## config.mk

```make
export PLATFORM = sky130hd
export DESIGN_NAME = mux_arb_reg_flat
export DESIGN_NICKNAME = d
export VERILOG_FILES = /design/src/rtl/mux_arb_reg_if.sv /design/src/rtl/mux_arb_reg.sv /design/src/flat_wrapper.sv
export SDC_FILE = /design/constraint.sdc
export NUM_CORES = 1
export LEC_CHECK = 0
export ABC_AREA = 0
export CORE_MARGIN = 2
export CORE_UTILIZATION = 35
export CTS_BUF_LIST = sky130_fd_sc_hd__clkbuf_8
export CTS_CLUSTER_DIAMETER = 200
export DETAILED_ROUTE_END_ITERATION = 10
export PLACE_DENSITY = 0.71
export RECOVER_POWER = 50
export SLEW_MARGIN = 20
export SYNTH_ARGS = -nofsm -noshare
export SYNTH_HDL_FRONTEND = slang
export SYNTH_SLANG_ARGS = --single-unit
```

## constraint.sdc

```tcl
create_clock -name clk -period 7 [get_ports clk]
set_input_delay 1.05 -clock clk [delete_from_list [all_inputs] [get_ports clk]]
set_output_delay 1.05 -clock clk [all_outputs]
set_load 0.05 [all_outputs]
```

## src/rtl/mux_arb_reg_if.sv

```systemverilog
// Bus bundle for mux_arb_reg: producer lanes, consumer lane, select and error flag.
interface mux_arb_reg_if #(
    parameter int unsigned W = 4,
    parameter int unsigned N = 4
);
    localparam int unsigned SELW = $clog2(N);

    logic              mode;
    logic [SELW-1:0]   sel;
    logic [N-1:0]      in_valid;
    logic [N*W-1:0]    in_data;
    logic [N-1:0]      in_ready;
    logic              out_valid;
    logic [W-1:0]      out_data;
    logic [SELW-1:0]   out_ch;
    logic              out_ready;
    logic              err;
    logic              err_clr;

    // Driving side (producers, consumer and control).
    modport master (
        output mode, sel, in_valid, in_data, out_ready, err_clr,
        input  in_ready, out_valid, out_data, out_ch, err
    );

    // Selector side.
    modport slave (
        input  mode, sel, in_valid, in_data, out_ready, err_clr,
        output in_ready, out_valid, out_data, out_ch, err
    );
endinterface

```

## src/rtl/mux_arb_reg.sv

```systemverilog
// N-input registered channel selector with explicit or round-robin grant
// and a single-entry output register (1-cycle latency, full throughput).
module mux_arb_reg #(
    parameter int unsigned W = 4,
    parameter int unsigned N = 4
) (
    input  logic         clk,
    input  logic         rstn,
    mux_arb_reg_if.slave bus
);
    localparam int unsigned SELW = $clog2(N);

    logic              out_valid_q;
    logic [W-1:0]      out_data_q;
    logic [SELW-1:0]   out_ch_q;
    logic [SELW-1:0]   ptr;
    logic              err_q;

    logic              can_accept;
    logic              gnt_vld;
    logic [SELW-1:0]   gnt;
    logic              hi_vld;
    logic [SELW-1:0]   hi;
    logic              lo_vld;
    logic [SELW-1:0]   lo;
    logic [W-1:0]      gnt_data;
    logic [N-1:0]      in_ready_c;
    logic              xfer;
    logic              err_set;

    assign can_accept = !out_valid_q || bus.out_ready;
    assign err_set    = !bus.mode && (32'(bus.sel) >= N);

    // Grant choice: explicit select, or first valid channel at/after ptr with wrap at N.
    always_comb begin
        gnt_vld = 1'b0;
        gnt     = '0;
        hi_vld  = 1'b0;
        hi      = '0;
        lo_vld  = 1'b0;
        lo      = '0;
        for (int unsigned i = 0; i < N; i++) begin
            if (bus.in_valid[i]) begin
                if (i >= 32'(ptr)) begin
                    if (!hi_vld) begin
                        hi_vld = 1'b1;
                        hi     = SELW'(i);
                    end
                end else if (!lo_vld) begin
                    lo_vld = 1'b1;
                    lo     = SELW'(i);
                end
            end
        end
        if (bus.mode) begin
            gnt_vld = hi_vld || lo_vld;
            gnt     = hi_vld ? hi : lo;
        end else begin
            for (int unsigned i = 0; i < N; i++) begin
                if (32'(bus.sel) == i && bus.in_valid[i]) begin
                    gnt_vld = 1'b1;
                    gnt     = SELW'(i);
                end
            end
        end
    end

    // Granted channel's data and the one-hot accept vector.
    always_comb begin
        gnt_data   = '0;
        in_ready_c = '0;
        for (int unsigned i = 0; i < N; i++) begin
            if (gnt == SELW'(i)) begin
                gnt_data = bus.in_data[i*W +: W];
            end
            in_ready_c[i] = rstn && can_accept && gnt_vld && (gnt == SELW'(i));
        end
    end

    assign xfer = |(in_ready_c & bus.in_valid);

    // Output register, round-robin pointer and sticky error flag.
    always_ff @(posedge clk or negedge rstn) begin
        if (!rstn) begin
            out_valid_q <= 1'b0;
            out_data_q  <= '0;
            out_ch_q    <= '0;
            ptr         <= '0;
            err_q       <= 1'b0;
        end else begin
            if (xfer) begin
                out_valid_q <= 1'b1;
                out_data_q  <= gnt_data;
                out_ch_q    <= gnt;
            end else if (bus.out_ready) begin
                out_valid_q <= 1'b0;
            end
            if (xfer && bus.mode) begin
                ptr <= (32'(gnt) == N - 1) ? '0 : gnt + SELW'(1);
            end
            if (err_set) begin
                err_q <= 1'b1;
            end else if (bus.err_clr) begin
                err_q <= 1'b0;
            end
        end
    end

    assign bus.in_ready  = in_ready_c;
    assign bus.out_valid = out_valid_q;
    assign bus.out_data  = out_data_q;
    assign bus.out_ch    = out_ch_q;
    assign bus.err       = err_q;
endmodule

```

## src/flat_wrapper.sv

```systemverilog
// flat-port wrapper written by rule: the top's interface ports become plain ports
module mux_arb_reg_flat 
#(
    parameter int unsigned W = 4,
    parameter int unsigned N = 4
)
  (clk, rstn, bus_mode, bus_sel, bus_in_valid, bus_in_data, bus_out_ready, bus_err_clr, bus_in_ready, bus_out_valid, bus_out_data, bus_out_ch, bus_err);
  mux_arb_reg_if #(.W(W), .N(N)) bus_i ();
  input  logic clk;
  input  logic rstn;
  input wire logic [$bits(bus_i.mode)-1:0] bus_mode;
  input wire logic [$bits(bus_i.sel)-1:0] bus_sel;
  input wire logic [$bits(bus_i.in_valid)-1:0] bus_in_valid;
  input wire logic [$bits(bus_i.in_data)-1:0] bus_in_data;
  input wire logic [$bits(bus_i.out_ready)-1:0] bus_out_ready;
  input wire logic [$bits(bus_i.err_clr)-1:0] bus_err_clr;
  output wire logic [$bits(bus_i.in_ready)-1:0] bus_in_ready;
  output wire logic [$bits(bus_i.out_valid)-1:0] bus_out_valid;
  output wire logic [$bits(bus_i.out_data)-1:0] bus_out_data;
  output wire logic [$bits(bus_i.out_ch)-1:0] bus_out_ch;
  output wire logic [$bits(bus_i.err)-1:0] bus_err;
  assign bus_i.mode = bus_mode;
  assign bus_i.sel = bus_sel;
  assign bus_i.in_valid = bus_in_valid;
  assign bus_i.in_data = bus_in_data;
  assign bus_i.out_ready = bus_out_ready;
  assign bus_i.err_clr = bus_err_clr;
  assign bus_in_ready = bus_i.in_ready;
  assign bus_out_valid = bus_i.out_valid;
  assign bus_out_data = bus_i.out_data;
  assign bus_out_ch = bus_i.out_ch;
  assign bus_err = bus_i.err;
  mux_arb_reg #(.W(W), .N(N)) u_core (.clk(clk), .rstn(rstn), .bus(bus_i));
endmodule
```

Word-level counts from Yosys, hierarchy flattened
Cells that the tools add are included.
{ "classes": {"reduce_logical": 18, "addsub": 1, "n_lt_le_gt_ge": 3, "n_mux": 44, "multipliers": 0, "shift": 0, "n_div": 0, "eq_ne": 6, "bitwise": 1} }
{ "op_table": {"columns": ["operator", "count"], "rows": [
  ["2-bit 2-to-1 mux", 17],
  ["1-bit 2-to-1 mux", 23],
  ["4-bit 2-to-1 mux", 4],
  ["1-bit logical AND", 11],
  ["2-bit equality test (second input constant)", 4],
  ["4-bit AND", 1],
  ["2-bit by 1-bit equality test with 1-bit output (second input constant)", 2],
  ["1-bit by 2-bit >= comparator with 1-bit output (first input constant)", 2],
  ["2-bit zero test", 2],
  ["4-bit OR reduction", 1],
  ["2-bit by 1-bit adder with 2-bit output (second input constant)", 1],
  ["2-bit >= comparator (first input constant)", 1],
  ["1-bit logical OR", 2],
  ["2-bit nonzero test", 1],
  ["1-bit zero test", 1]
]} }
{ "totals": {"word_cells": 77, "mem_count": 0, "rom_bits": 0, "out_inout_bits": 12, "latchBits": 0, "ram_bits": 0, "reg_bits": 9} }

Logic depth before layout (Yosys ltp)
{ "logic_depth": {"depth_word": 18, "depth_mapped": 12, "mapped_depth_nobuf": 9} }

Least setup slack after synthesis
No wires, ideal clock.
{ "synth_path": {"path_type": "input to output", "startpoint": "input bus_in_valid[3]", "endpoint": "output bus_in_ready[1]", "required_ps": 5950, "stages": 8, "t_arrival_ps": 3163, "path_slack_ps": 2787, "path_buffers": 1, "cell_sequence": "buf_6 -> mux2i_1 -> nor3b_1 -> a211oi_1 -> and2_1 -> ha_1 -> inv_1 -> nor3_1"} }
{ "synth_via": {"elab_chain_len": 5, "word_cells_on_any_way": 12, "classes_between": "1 x eq/ne; 7 x mux; 4 x reduce/logical"} }
{ "synth_lines": {"columns": ["item", "line", "source"], "rows": [
  ["from (decl)", "flat_wrapper.sv:13", "input wire logic [$bits(bus_i.in_valid)-1:0] bus_in_valid;"],
  ["2-bit 2-to-1 mux, or another cell as far along", "mux_arb_reg.sv:43", "if (bus.in_valid[i]) begin"],
  ["2-bit 2-to-1 mux, or another cell as far along", "mux_arb_reg.sv:57", "gnt = hi_vld ? hi : lo;"],
  ["2-bit 2-to-1 mux / 1-bit 2-to-1 mux (equally long branches)", "mux_arb_reg.sv:55", "if (bus.mode) begin"],
  ["2-bit by 1-bit equality test with 1-bit output / 1-bit logical AND (equally long branches)", "mux_arb_reg.sv:76", "in_ready_c[i] = rstn && can_accept && gnt_vld && (gnt == SELW'(i));"],
  ["1-bit logical AND (*)", "mux_arb_reg.sv:76", null],
  ["to (decl)", "flat_wrapper.sv:17", "output wire logic [$bits(bus_i.in_ready)-1:0] bus_in_ready;"]
]} }
Mark *: on every way between the ends. The rest lies on a longest branch, timed or not.

Worst setup path in the final report
{ "layout_path": {"startpoint": "input bus_in_valid[2]", "endpoint": "output bus_in_ready[2]"} }
{ "layout_via": {"elab_chain_len": 7, "word_cells_on_any_way": 19, "classes_between": "1 x eq/ne; 14 x mux; 4 x reduce/logical"} }
{ "layout_lines": {"columns": ["item", "line", "source"], "rows": [
  ["2-bit 2-to-1 mux / 1-bit 2-to-1 mux (equally long branches)", "mux_arb_reg.sv:43", null],
  ["2-bit 2-to-1 mux", "mux_arb_reg.sv:45", "if (!hi_vld) begin"],
  ["2-bit 2-to-1 mux", "mux_arb_reg.sv:43", null],
  ["2-bit 2-to-1 mux", "mux_arb_reg.sv:57", null],
  ["2-bit 2-to-1 mux (*)", "mux_arb_reg.sv:55", null],
  ["net u_core.gnt[0]", "mux_arb_reg.sv:21", "logic [SELW-1:0] gnt;"],
  ["2-bit equality test (*)", "mux_arb_reg.sv:76", null],
  ["1-bit logical AND (*)", "mux_arb_reg.sv:76", null]
]} }
Mark *: on every way through the listed nets, which the timed path passes. The rest lies on a longest branch.

==> out/results.txt <==
root buffer cell - clkbuf_8
status - complete, no violations
Synth Area per Inst - 8.93 um^2
post-layout min period - 4.88 ns
CP Cell Sequence - clkdlybuf4s50_1, nand2b_1, a21o_2, a41o_1, inv_1, ha_1, inv_1, nor3_1, clkdlybuf4s50_1
initial DRC count - 13
Final nets - 160
Final Cell Area - 1230 um^2
Vias/cell - 5.17
Fin. Hold Viols - 0
Pre-Repair DR Iteration Count - 4
core area - 2230 um^2
Total Wirelength - 2060 um
hold-fix buffers at CTS - 0
diode count - 0
hold slack - 0.499 ns
H-tree depth - 1
Slew @ Worst Pin - 0.503 ns
CP endpoint kind - primary output
largest net degree at the start of global routing - 12
most area-consuming cells after synthesis - dfrtp_1 27%, mux2_4 9.0%, ha_1 6.0%
number of enable flip-flop cells after synthesis - 0
die extent in y - 52.7 um
CTS max path bufs - 2
worst min-delay path class - flop to flop
Port Buffers - 36
Overflow after GRT - 0
Final GP Congestion - 0.747
FMAX - 0.205 GHz
Total GRT Usage - 0.155
Post-CTS Resized - 0
TNS Setup - 0 ns
dominant cell type by area after synthesis - dfrtp_1
Final Core Density - 0.552
first-pass GRT wire length - 3170 um
Critical Path Slowest Stage Cell - clkdlybuf4s50_1
remaining antenna violation count after routing - 0
Rel. slew slack - 0.663
count of clock tree sinks - 9
CP max stage delay - 0.83 ns
Seq/Total Area, Yosys - 0.271
type of origin of the critical path - primary input
Post-Place Cells - 152
Setup Fix Bufs, Post-CTS - 0
fin. max-slew vios - 0
share of cells above drive strength 1 - 0.102
LEAKAGE - 0.524 nW
worst-path maximum fanout - 8
Num CTS Buffers - 3
required time worst endpoint - 5.95 ns
dpl hpwl - 1620 um
Synth cell types - 36
final clock skew - 0.00260 ns
synthesized instance count - 93
Most used DFF post-synth - dfrtp_1
antenna violations before repair - 0
Syn Nets - 124
top post-synthesis cells by count - 9 x dfrtp_1, 9 x nand2_1, 7 x inv_1
Core Rows - 17
chip width - 52.7 um
#FFs+latches synth - 9
share of Yosys cell area claimed by the top area cell type - 0.271
synthesized cell area - 831 um^2
Placed Area - 1190 um^2
Setup violations, final - 0
Post-synth ARST share - 1.00
die area - 2780 um^2
Max Cap Viol - 0
Vias - 806
CTS tree - yes
Worst EP arrival - 3.83 ns
Crit Path Class - primary input to primary output
Avg WL per Cell - 13.2 um
Layout Cells excl Fill - 156
Max IR drop VDD - 0.000257 V
CTS clk-pin slew, worst paths - 0.04 ns
num ports - 39
Initial Utilization - 0.372
Tcrit/Tclk final - 0.698
Ys Warns - 0
clk_lat worst skew - 0.23 ns
PD cells - 328 nW/um^2
setup repair after global routing missed its margin - false
# DRC - 0
vias in the first global route - 718
area grow syn2layout - 48.5%
[placed cells by master, fill, tap and decap left out, drive strengths merged]
| master | instances |
|---|---|
| nor2 | 6 |
| o21bai | 1 |
| nor3 | 4 |
| nand3 | 2 |
| o21a | 1 |
| o21ai | 1 |
| nor2b | 3 |
| a22oi | 2 |
| clkbuf | 3 |
| inv | 8 |
| a21oi | 1 |
| a21boi | 1 |
| a21o | 2 |
| a221oi | 4 |
| mux4 | 1 |
| dlygate4sd3 | 6 |
| or2 | 2 |
| a211oi | 3 |
| nand2 | 9 |
| and2 | 2 |
| a31oi | 1 |
| mux2 | 6 |
| dfrtp | 9 |
| conb | 1 |
| mux2i | 3 |
| o31ai | 4 |
| nor3b | 3 |
| nand2b | 2 |
| a31o | 1 |
| a41o | 1 |
| ha | 4 |
| clkdlybuf4s50 | 30 |
| o211ai | 1 |
[report_power, final]
part / total [mW] / internal (mW) / switching (mW)
Combinational: 0.252 / 0.107 / 0.146
Clock: 0.0557 / 0.0379 / 0.0177
Sequential: 0.0971 / 0.0764 / 0.0206
Total: 0.405 / 0.221 / 0.184
[worst paths after layout]
path	slack (ns)	end	cells after the start	startpoint
worst max-delay path	2.12	bus_in_ready[2]	9	bus_in_valid[2]
worst min-delay path	0.50	u_core.bus.out_data[2]$_DFFE_PN0P_	1	u_core.bus.out_data[2]$_DFFE_PN0P_
worst max register to register	4.11	u_core.bus.out_ch[0]$_DFFE_PN0P_	8	u_core.ptr[1]$_DFFE_PN0P_
worst min register to register	0.50	u_core.bus.out_data[2]$_DFFE_PN0P_	1	u_core.bus.out_data[2]$_DFFE_PN0P_
max in group asynchronous	5.46	u_core.bus.out_ch[1]$_DFFE_PN0P_	1	rstn
min in group asynchronous	1.22	u_core.bus.out_valid$_DFFE_PN0P_	1	rstn
[sequential cells by signal, indices dropped and copies added, names as in the netlist]
name                  count
u_core.ptr                2
u_core.bus.out_valid      1
u_core.bus.out_data       4
u_core.bus.out_ch         2
[per-layer routing]
| layer | up-vias | wire (um) | track usage | share of wire |
|---|---|---|---|---|
| li1 | 408 | - | - | - |
| met1 | 367 | 906 | 0.181 | 0.44 |
| met2 | 31 | 980 | 0.271 | 0.47 |
| met3 | 0 | 177 | 0.0657 | 0.086 |
| met4 | 0 | 0 | 0.0128 | 0 |
| met5 | - | 0 | 0 | 0 |
[per-stage QoR]
stage,setup WS (ns),power (mW)
final,2.12,0.405
after global routing,2.00,0.433
after CTS,2.09,0.416
after detailed placement,2.11,0.357
after global placement,2.17,0.354
after floorplan,2.79,0.279
[critical path, delay by kind of cell]
kind / cells / cell delay [ns]
adder cells (fa/ha/maj): 1 / 0.26
AND/OR/NAND/NOR: 2 / 0.32
AO/OA/AOI/OAI: 2 / 0.51
buffers and inverters: 4 / 1.69
[final cells by class]
class                           instances  area, um^2
Clock inverter                          1        3.75
Multi-Input combinational cell         72         542
Tap cell                               28        35.0
Inverter                                7        26.3
Clock buffer                            3        41.3
Fill cell                             212        1000
Timing Repair Buffer                   36         360
Sequential cell                         9         225
[logic make-up (layout without fill, tap and decap cells)]
group / Yosys count / after routing / share of synthesized area
multiplexers: 10 / 10 / 0.167
AND/OR/NAND/NOR: 33 / 33 / 0.199
flip-flops: 9 / 9 / 0.271
adder cells (fa/ha/maj): 4 / 4 / 0.0602
AO/OA/AOI/OAI: 24 / 24 / 0.221
other: 1 / 1 / 0.00451
buffers and inverters: 12 / 47 / 0.0768
No activity file was read; power rests on OpenSTA's default activity.
